### src/rtl/seq_mac_pkg.sv
// Shared types and helpers for the sequential multiply-accumulate unit.
// Holds the controller state encoding, default widths and the sign-extension helper.
package mac_pkg;

   localparam int N_DEF     = 32;
   localparam int ACC_W_DEF = 2 * N_DEF + 8;
   // Widest value the sign-extension helper can carry; ACC_W must not exceed it.
   localparam int EXT_W     = 128;

   typedef enum logic [1:0] {
      IDLE = 2'd0,
      MUL  = 2'd1,
      FIN  = 2'd2,
      DONE = 2'd3
   } state_t;

   // Replicates bit w-1 of v into every higher bit position.
   function automatic logic [EXT_W-1:0] sign_ext(input logic [EXT_W-1:0] v, input int w);
      logic [EXT_W-1:0] r;
      r = v;
      for (int i = 0; i < EXT_W; i++) begin
         if (i >= w) begin
            r[i] = v[w-1];
         end else begin
            r[i] = v[i];
         end
      end
      return r;
   endfunction

endpackage

### src/rtl/seq_mac_if.sv
// Host-side start/ready/done handshake and result bus of the multiply-accumulate unit.
interface seq_mac_if
   import mac_pkg::*;
#(
   parameter int N     = N_DEF,
   parameter int ACC_W = 2 * N + 8
) ();

   logic             start;
   logic             signed_mode;
   logic             accumulate;
   logic             clear;
   logic [N-1:0]     a;
   logic [N-1:0]     b;
   logic             ready;
   logic             done;
   logic [2*N-1:0]   product;
   logic [ACC_W-1:0] acc;
   logic             overflow;

   modport master (
      output start, signed_mode, accumulate, clear, a, b,
      input  ready, done, product, acc, overflow
   );

   modport slave (
      input  start, signed_mode, accumulate, clear, a, b,
      output ready, done, product, acc, overflow
   );

endinterface

### src/rtl/seq_mac_mul_core.sv
// Magnitude shift-add engine: one multiplier bit per enabled cycle on unsigned operands.
// mb_last tells the controller the current iteration is the final one.
module mac_mul_core
   import mac_pkg::*;
#(
   parameter int N = N_DEF
) (
   input  logic           clk,
   input  logic           reset,
   input  logic           load,
   input  logic           enable,
   input  logic [2*N-1:0] ma_init,
   input  logic [N-1:0]   mb_init,
   output logic [2*N-1:0] psum,
   output logic           mb_last
);

   logic [2*N-1:0] ma_r;
   logic [N-1:0]   mb_r;
   logic [2*N-1:0] p_r;
   logic [2*N-1:0] addend_s;

   // Selects the shifted multiplicand when the current multiplier bit is set.
   always_comb begin
      addend_s = {(2*N){1'b0}};
      if (mb_r[0]) begin
         addend_s = ma_r;
      end else begin
         addend_s = {(2*N){1'b0}};
      end
   end

   // Operand load and one shift-add iteration per enabled cycle.
   always_ff @(posedge clk or posedge reset) begin
      if (reset) begin
         ma_r <= {(2*N){1'b0}};
         mb_r <= {N{1'b0}};
         p_r  <= {(2*N){1'b0}};
      end else if (load) begin
         ma_r <= ma_init;
         mb_r <= mb_init;
         p_r  <= {(2*N){1'b0}};
      end else if (enable) begin
         ma_r <= {ma_r[2*N-2:0], 1'b0};
         mb_r <= {1'b0, mb_r[N-1:1]};
         p_r  <= p_r + addend_s;
      end else begin
         ma_r <= ma_r;
         mb_r <= mb_r;
         p_r  <= p_r;
      end
   end

   assign psum    = p_r;
   assign mb_last = ~(|mb_r[N-1:1]);

endmodule

### src/rtl/seq_mac.sv
// Sequential signed/unsigned multiply-accumulate unit with sticky accumulator overflow.
// Controller, sign fix-up and accumulator live here; the shift-add engine is mac_mul_core.
module seq_mac
   import mac_pkg::*;
#(
   parameter int N     = N_DEF,
   parameter int ACC_W = ACC_W_DEF
) (
   input logic     clk,
   input logic     reset,
   seq_mac_if.slave bus
);

   localparam logic [N-1:0]   ONE_N  = {{(N-1){1'b0}}, 1'b1};
   localparam logic [2*N-1:0] ONE_2N = {{(2*N-1){1'b0}}, 1'b1};

   state_t           state_r;
   state_t           state_nx_s;
   logic             neg_r;
   logic             sgn_r;
   logic             accum_r;
   logic [2*N-1:0]   product_r;
   logic [ACC_W-1:0] acc_r;
   logic             ovf_r;
   logic             done_r;
   logic             ready_r;

   logic [N-1:0]     a_mag_s;
   logic [N-1:0]     b_mag_s;
   logic             neg_s;
   logic             load_s;
   logic             enable_s;
   logic [2*N-1:0]   psum_s;
   logic             mb_last_s;
   logic [2*N-1:0]   prod_s;
   logic [ACC_W-1:0] ext_s;
   logic [ACC_W:0]   sum_s;
   logic             ovf_add_s;

   // Operand magnitudes and result sign; two's-complement only in signed mode.
   always_comb begin
      a_mag_s = bus.a;
      b_mag_s = bus.b;
      neg_s   = 1'b0;
      if (bus.signed_mode) begin
         a_mag_s = bus.a[N-1] ? (~bus.a + ONE_N) : bus.a;
         b_mag_s = bus.b[N-1] ? (~bus.b + ONE_N) : bus.b;
         neg_s   = bus.a[N-1] ^ bus.b[N-1];
      end else begin
         a_mag_s = bus.a;
         b_mag_s = bus.b;
         neg_s   = 1'b0;
      end
   end

   mac_mul_core #(.N(N)) u_core (
      .clk     (clk),
      .reset   (reset),
      .load    (load_s),
      .enable  (enable_s),
      .ma_init ({{N{1'b0}}, a_mag_s}),
      .mb_init (b_mag_s),
      .psum    (psum_s),
      .mb_last (mb_last_s)
   );

   // Next-state and engine control; a zero multiplier skips straight to FIN.
   always_comb begin
      state_nx_s = state_r;
      load_s     = 1'b0;
      enable_s   = 1'b0;
      case (state_r)
         IDLE: begin
            if (bus.start) begin
               load_s     = 1'b1;
               state_nx_s = (|b_mag_s) ? MUL : FIN;
            end else begin
               state_nx_s = IDLE;
            end
         end
         MUL: begin
            enable_s = 1'b1;
            if (mb_last_s) begin
               state_nx_s = FIN;
            end else begin
               state_nx_s = MUL;
            end
         end
         FIN:     state_nx_s = DONE;
         DONE:    state_nx_s = IDLE;
         default: state_nx_s = IDLE;
      endcase
   end

   // State register.
   always_ff @(posedge clk or posedge reset) begin
      if (reset) begin
         state_r <= IDLE;
      end else begin
         state_r <= state_nx_s;
      end
   end

   // Mode latches captured with the operands.
   always_ff @(posedge clk or posedge reset) begin
      if (reset) begin
         neg_r   <= 1'b0;
         sgn_r   <= 1'b0;
         accum_r <= 1'b0;
      end else if (load_s) begin
         neg_r   <= neg_s;
         sgn_r   <= bus.signed_mode;
         accum_r <= bus.accumulate;
      end else begin
         neg_r   <= neg_r;
         sgn_r   <= sgn_r;
         accum_r <= accum_r;
      end
   end

   // Signed product, its accumulator-width extension, and the sum with overflow.
   always_comb begin
      prod_s    = neg_r ? (~psum_s + ONE_2N) : psum_s;
      ext_s     = {ACC_W{1'b0}};
      ovf_add_s = 1'b0;
      if (sgn_r) begin
         ext_s = ACC_W'(sign_ext(EXT_W'(prod_s), 2 * N));
      end else begin
         ext_s = ACC_W'(prod_s);
      end
      sum_s = {1'b0, acc_r} + {1'b0, ext_s};
      if (sgn_r) begin
         ovf_add_s = (acc_r[ACC_W-1] == ext_s[ACC_W-1]) && (sum_s[ACC_W-1] != acc_r[ACC_W-1]);
      end else begin
         ovf_add_s = sum_s[ACC_W];
      end
   end

   // Result registers and handshake flags; clear is only honoured while idle.
   always_ff @(posedge clk or posedge reset) begin
      if (reset) begin
         product_r <= {(2*N){1'b0}};
         acc_r     <= {ACC_W{1'b0}};
         ovf_r     <= 1'b0;
         done_r    <= 1'b0;
         ready_r   <= 1'b1;
      end else begin
         done_r  <= (state_nx_s == DONE);
         ready_r <= (state_nx_s == IDLE);
         if (state_r == FIN) begin
            product_r <= prod_s;
            acc_r     <= accum_r ? sum_s[ACC_W-1:0] : ext_s;
            ovf_r     <= ovf_r | (accum_r & ovf_add_s);
         end else if ((state_r == IDLE) && bus.clear) begin
            product_r <= product_r;
            acc_r     <= {ACC_W{1'b0}};
            ovf_r     <= 1'b0;
         end else begin
            product_r <= product_r;
            acc_r     <= acc_r;
            ovf_r     <= ovf_r;
         end
      end
   end

   assign bus.ready    = ready_r;
   assign bus.done     = done_r;
   assign bus.product  = product_r;
   assign bus.acc      = acc_r;
   assign bus.overflow = ovf_r;

endmodule

### src/flat_wrapper.sv
// flat-port wrapper written by rule: the top's interface ports become plain ports
module seq_mac_flat import mac_pkg::*;
#(
   parameter int N     = N_DEF,
   parameter int ACC_W = ACC_W_DEF
)
  (clk, reset, bus_start, bus_signed_mode, bus_accumulate, bus_clear, bus_a, bus_b, bus_ready, bus_done, bus_product, bus_acc, bus_overflow);
  seq_mac_if #(.N(N), .ACC_W(ACC_W)) bus_i ();
  input logic clk;
  input logic reset;
  input wire logic [$bits(bus_i.start)-1:0] bus_start;
  input wire logic [$bits(bus_i.signed_mode)-1:0] bus_signed_mode;
  input wire logic [$bits(bus_i.accumulate)-1:0] bus_accumulate;
  input wire logic [$bits(bus_i.clear)-1:0] bus_clear;
  input wire logic [$bits(bus_i.a)-1:0] bus_a;
  input wire logic [$bits(bus_i.b)-1:0] bus_b;
  output wire logic [$bits(bus_i.ready)-1:0] bus_ready;
  output wire logic [$bits(bus_i.done)-1:0] bus_done;
  output wire logic [$bits(bus_i.product)-1:0] bus_product;
  output wire logic [$bits(bus_i.acc)-1:0] bus_acc;
  output wire logic [$bits(bus_i.overflow)-1:0] bus_overflow;
  assign bus_i.start = bus_start;
  assign bus_i.signed_mode = bus_signed_mode;
  assign bus_i.accumulate = bus_accumulate;
  assign bus_i.clear = bus_clear;
  assign bus_i.a = bus_a;
  assign bus_i.b = bus_b;
  assign bus_ready = bus_i.ready;
  assign bus_done = bus_i.done;
  assign bus_product = bus_i.product;
  assign bus_acc = bus_i.acc;
  assign bus_overflow = bus_i.overflow;
  seq_mac #(.N(N), .ACC_W(ACC_W)) u_core (.clk(clk), .reset(reset), .bus(bus_i));
endmodule
### config.mk
export PLATFORM = sky130hd
export DESIGN_NAME = seq_mac_flat
export DESIGN_NICKNAME = d
export VERILOG_FILES = /design/src/rtl/seq_mac_pkg.sv /design/src/rtl/seq_mac_if.sv /design/src/rtl/seq_mac_mul_core.sv /design/src/rtl/seq_mac.sv /design/src/flat_wrapper.sv
export SDC_FILE = /design/constraint.sdc
export NUM_CORES = 1
export LEC_CHECK = 0
export ABC_AREA = 1
export CAP_MARGIN = 20
export CORE_MARGIN = 2
export CORE_UTILIZATION = 55
export DETAILED_ROUTE_END_ITERATION = 8
export HOLD_SLACK_MARGIN = 0.15
export PLACE_DENSITY = 0.79
export SLEW_MARGIN = 20
export SYNTH_ARGS = -nofsm -noshare
export SYNTH_HDL_FRONTEND = slang
export SYNTH_SLANG_ARGS = --single-unit
### constraint.sdc
create_clock -name clk -period 11.5 [get_ports clk]
set_clock_uncertainty 0.1 [all_clocks]
set_input_delay 2.3 -clock clk [delete_from_list [all_inputs] [get_ports clk]]
set_output_delay 2.3 -clock clk [all_outputs]
set_load 0.01 [all_outputs]
# Yosys cells after proc, flatten, opt, wreduce, memory -nomap -nowiden
# Cells that the tools add are included.
dict set report word_totals {
  reg_bits 304
  in_bits 70
  out_inout_bits 139
  elab_cells 64
}
dict set report classes {
  n_addsub 5
  n_eq_ne 6
  mux 27
  bitwise 6
  reduce_logical 8
}
# cell n
set op_table {}
lappend op_table {{64-bit 2-to-1 mux} 6}
lappend op_table {{72-bit 2-to-1 mux} 4}
lappend op_table {{32-bit 2-to-1 mux} 6}
lappend op_table {{72-bit by 72-bit adder with 73-bit output} 1}
lappend op_table {{32-bit by 1-bit adder with 32-bit output (second input constant)} 2}
lappend op_table {{64-bit by 1-bit adder with 64-bit output (second input constant)} 1}
lappend op_table {{64-bit adder} 1}
lappend op_table {{32-bit NOT} 2}
lappend op_table {{64-bit NOT} 1}
lappend op_table {{32-bit OR reduction} 1}
lappend op_table {{31-bit OR reduction} 1}
lappend op_table {{2-bit one-hot mux with 4 select lines} 1}
lappend op_table {{1-bit 2-to-1 mux} 7}
lappend op_table {{2-bit == test (second input constant)} 3}
lappend op_table {{2-bit 2-to-1 mux} 3}
lappend op_table {{2-bit logical NOT} 2}
lappend op_table {{2-bit nonzero test} 2}
lappend op_table {{2-bit by 1-bit == test with 1-bit output (second input constant)} 1}
lappend op_table {{1-bit logical AND} 2}
lappend op_table {{1-bit bitwise AND} 1}
lappend op_table {{1-bit == test} 1}
lappend op_table {{1-bit inequality test} 1}
lappend op_table {{1-bit OR} 1}
lappend op_table {{1-bit XOR} 1}

# Longest topological paths before layout
dict set report depth {
  ltp_word 11
  depth_mapped 30
  ltp_nobuf 30
}

# Modules after synthesis
# From an unflattened synthesis, not the netlist that was laid out.
dict set report hier_totals {
  cells_unflattened 4765
  area_unflattened_um2 28512.3
}
# module instances cells_each area_each_um2
set modules_own_cells {}
lappend modules_own_cells {seq_mac 1 2711 15830.2}
lappend modules_own_cells {mac_mul_core 1 2054 12682.2}

# Least setup slack after synthesis
# No wires, ideal clock.
dict set report synth_path {
  path_type {input-to-reg}
  start {input bus_a[1]}
  end {register u_core.u_core.ma_r[30]}
  setup_ps 123
  t_arrival_ps 3940
  setup_slack_ps 7337
  stages 15
  path_cell_list {inv_1 ha_1 nand3_1 nor2_1 nand4_1 nor2_1 inv_1 nor4_2 nand3_1 nand2_1 nand2_1 nand2_1 nand2_1 o21ai_0 nand2_1}
}
dict set report synth_between {
  elab_chain_len 5
}
# item line
set synth_lines {}
lappend synth_lines {{start, declared} flat_wrapper.sv:15} ;# input wire logic [$bits(bus_i.a)-1:0] bus_a;
lappend synth_lines {{32-bit NOT} seq_mac.sv:46} ;# a_mag_s = bus.a[N-1] ? (~bus.a + ONE_N) : bus.a;
lappend synth_lines {{32-bit by 1-bit adder with 32-bit output} seq_mac.sv:46}
lappend synth_lines {{32-bit 2-to-1 mux} seq_mac.sv:46}
lappend synth_lines {{32-bit 2-to-1 mux} seq_mac.sv:45} ;# if (bus.signed_mode) begin
lappend synth_lines {{64-bit 2-to-1 mux} seq_mac_mul_core.sv:39} ;# end else if (load) begin
lappend synth_lines {{end signal, assigned} seq_mac_mul_core.sv:36} ;# ma_r <= {(2*N){1'b0}};
lappend synth_lines {{end signal, assigned} seq_mac_mul_core.sv:40} ;# ma_r <= ma_init;
lappend synth_lines {{end signal, assigned} seq_mac_mul_core.sv:44} ;# ma_r <= {ma_r[2*N-2:0], 1'b0};
lappend synth_lines {{end, declared} seq_mac_mul_core.sv:18} ;# logic [2*N-1:0] ma_r;
# Every way passes these cells.
# A chain may end at the register's enable or synchronous reset.

# Worst setup path after layout
dict set report layout_path {
  start {register u_core.neg_r}
  end {register u_core.acc_r[51], in the netlist u_core.bus.acc[51]}
}
dict set report layout_between {
  elab_chain_len 5
}
# item line
set layout_lines {}
lappend layout_lines {{start, declared} seq_mac.sv:19} ;# logic neg_r;
lappend layout_lines {{start signal, assigned} seq_mac.sv:111} ;# neg_r <= neg_s;
lappend layout_lines {{start signal, assigned} seq_mac.sv:115} ;# neg_r <= neg_r;
lappend layout_lines {{64-bit 2-to-1 mux} seq_mac.sv:123} ;# prod_s = neg_r ? (~psum_s + ONE_2N) : psum_s;
lappend layout_lines {{72-bit 2-to-1 mux} seq_mac.sv:126} ;# if (sgn_r) begin
lappend layout_lines {{net u_core.ext_s[15]} seq_mac.sv:36} ;# logic [ACC_W-1:0] ext_s;
lappend layout_lines {{72-bit by 72-bit adder with 73-bit output} seq_mac.sv:131} ;# sum_s = {1'b0, acc_r} + {1'b0, ext_s};
lappend layout_lines {{72-bit 2-to-1 mux} seq_mac.sv:152} ;# acc_r <= accum_r ? sum_s[ACC_W-1:0] : ext_s;
lappend layout_lines {{72-bit 2-to-1 mux} seq_mac.sv:150} ;# if (state_r == FIN) begin
lappend layout_lines {{end signal, assigned} seq_mac.sv:152}
lappend layout_lines {{end signal, assigned} seq_mac.sv:156} ;# acc_r <= {ACC_W{1'b0}};
lappend layout_lines {{end signal, assigned} seq_mac.sv:160} ;# acc_r <= acc_r;
lappend layout_lines {{end, declared} seq_mac.sv:23} ;# logic [ACC_W-1:0] acc_r;
# The timed path passes the listed nets, and every way through them passes these cells.

==> metrics.yaml <==
path_clk_slew_ns: 0.06
port_buffers: 208
start_util_pct: 55.28
drc: 0
instances_no_fill: 4949
synthArstFlopShare_pct: 100.0
path_delay_family: "simple AND/OR/NAND/NOR gates"
cap_violations: 0
synth_warnings: 0
finalCritPeriodShare_pct: 44.54
synth_ff_type: "dfrtp_1"
netlist.area_leader.share_pct: 28.91
synth_edf_count: 0
numCtsBuffers: 38
fp.dieW_um: 222.4
layout_min_cycle_time_ns: 5.122
cp_num_buf_inv: 3
crit_arrival_ns: 5.48
p_leak_nw: 14.80
placed_cell_area_sq_um: 28850
critPathMaxFanout: 75
htree_levels: 2
crit_path_top_delay_cell: "inv_1"
fin_util_pct: 63.73
hold_ws_ns: 0.3789
multi_input_area_sq_um: 16040
status: "finished clean"
worstSkewPairLatency_ns: 0.57
yosysUniqueCellTypes: 63
setup_ws_ns: 6.378
ctsResizeCount: 0
synth_seq_cells: 304
stdcell_area_sq_um: 30240
maxSlewViolCount: 0
first_iter_violations: 2629
placed_cells: 4883
drtPass1Iterations: 7
ys_seq_area_share_pct: 29.01
cts_sinks: 304
syn_inst: 4145
clockBufferDepth: 3
place_ws_ns: 5.921
finalWirelength_mm: 95.33
vias_per_cell: 5.826
max_stage_delay_ns: 0.61
dieArea_sq_um: 49450
start_kind: "flop"
crit_type: "reg2reg"
grt_pass1_vias: 26810
synth_largest_area_cell: "dfrtp_1"
timing.setup.tns_ns: 0
syn_nets: 4355
relSlewSlack_pct: 35.94
ctsHoldBuffers: 0
min_path_type: "reg2reg"
vias: 28830
grt_pass1_wl_mm: 147.3
crit_top_cell: "nand2_1"
finalSetupViolCount: 0
min_from: "u_core.bus.product[17]$_DFFE_PP0P_"
ios: 209
place_hpwl_mm: 75.91
wl_per_cell_um: 19.26
final-hold-violation-count: 0
gp_congestion: 1.086
final_nets: 4518
antennaDiodeCount: 0
synthMostInstantiatedCell: "nand2_1"
area_delta_synth_final_pct: 15.28
cts_setup_buffers: 0
ys_top_cells_by_area: "dfrtp_1, nand2_1, o21ai_0, inv_1, nor2_1"
track_usage_pct: 37.88
ant_nets: 0
syn_area_sq_um: 26230
critPathLaunch: "u_core.neg_r$_DFFE_PP0P_"
grt_overflow: 0
grt_max_degree: 120
num_rows: 80
regArea_sq_um: 7612
finalPower_mw: 7.976
syn_area_per_cell_sq_um: 6.328
die_h_um: 222.4
required_ns: 11.85
cts_root_buffer: "clkbuf_16"
worst_pin_slew_ns: 0.9609
r2r-start: "u_core.neg_r$_DFFE_PP0P_"
power.density_nw_per_um2: 263.8
cp-end-kind: "flop"
n_fill_cell: 4657
core_area_sq_um: 47450
drive_gt1_share_pct: 3.276
ir_drop_mv: 0.1741
path_cells: "buf_4, inv_1, nor2_1, xor2_1, ha_1, nand2_1, nor2_1, nand2_1, inv_1, nand3_1, nor3_1, a21oi_1, o21ai_0, nor2_1, nand3b_1, nand2_1, nand2_1"
synthTopCellsByCount: "nand2_1, inv_1, nor2_1"
timing.fmax_mhz: 195.2
antenna_found_initial: 0
rsz0062_at_grt: "no"
cts_tree: "done"
-- placed cells by master, fill, tap and decap left out, drive strengths merged, types with 3 or more instances in the layout --
cell              n
clkinv            6
nor4             32
clkbuf           50
o21bai           20
o21ai           463
nand4            52
a21o             18
nand3           174
clkdlybuf4s50   208
o211ai           12
a22oi            27
xnor2             7
bufinv            9
mux2              5
a21boi            9
or2              12
nor3             53
xor2             93
o21a              6
and2              4
nor2            507
o31ai             9
nand3b            7
a21oi           291
nand2          1095
dfrtp           303
buf              16
inv             591
and3              5
o22ai            52
a31oi            30
o221ai            6
clkinvlp          3
a211oi            3
ha              138
-- report_power, final --
part	switching, mW	total (mW)	internal [mW]
clock	0.497	1.35	0.853
combinational	3.29	4.78	1.49
sequential	0.418	1.85	1.43
-- routing by layer --
metal	wire length (um)	global-route usage [%]
met1	39540	50.39
met2	42920	61.27
met3	7854	4.814
met4	5015	18.38
met5	0	0
-- cells by family (layout without fill, tap and decap cells) --
| group | Yosys count | count (layout) | share of synthesized area, % |
|---|---|---|---|
| AO/OA/AOI/OAI | 958 | 958 | 20.04 |
| adder cells (fa/ha/maj) | 140 | 140 | 6.736 |
| XOR/XNOR | 100 | 100 | 3.454 |
| flip-flops | 304 | 304 | 29.01 |
| AND/OR/NAND/NOR | 1944 | 1944 | 30.57 |
| buffers and inverters | 694 | 883 | 9.984 |
| multiplexers | 5 | 5 | 0.2146 |
-- worst reg2reg max path, delay by kind of cell (launching register included) --
family	cells	cell delay, ns
compound gates	2	0.79
xor+xnor	1	0.48
fa+ha+maj	1	0.32
buf+inv	3	1.33
flops	1	0.34
simple gates	10	1.64
-- area by class of cell --
cell class,count,share of cell area [%]
Sequential cell,304,25.17
Inverter,593,7.390
Tap cell,615,2.545
Multi-Input combinational cell,3147,53.03
Timing Repair Buffer,224,7.283
Clock buffer,50,3.530
Clock inverter,16,1.047
-- registers in the layout, summed over array words and instances (netlist names) --
name and flops:
u_core.state_r 2, u_core.bus.done 1, u_core.u_core.psum 64, u_core.accum_r 1, u_core.bus.ready 1, u_core.bus.overflow 1
u_core.bus.product 64, u_core.sgn_r 1, u_core.u_core.mb_r 32, u_core.u_core.ma_r 64, u_core.bus.acc 72, u_core.neg_r 1
-- worst paths after layout --
check                           slack (ns)                            endpoint  cells past startpoint
worst max-delay path                  6.38      u_core.bus.acc[51]$_DFFE_PP0P_                     17
worst min register to register        0.38  u_core.bus.product[17]$_DFFE_PP0P_                      2
min in group asynchronous             2.15       u_core.bus.acc[5]$_DFFE_PP0P_                      2
max in group asynchronous             7.68      u_core.bus.acc[62]$_DFFE_PP0P_                      3
worst min-delay path                  0.38  u_core.bus.product[17]$_DFFE_PP0P_                      2
worst max register to register        6.38      u_core.bus.acc[51]$_DFFE_PP0P_                     17
Power figures use the tool's default switching activity.
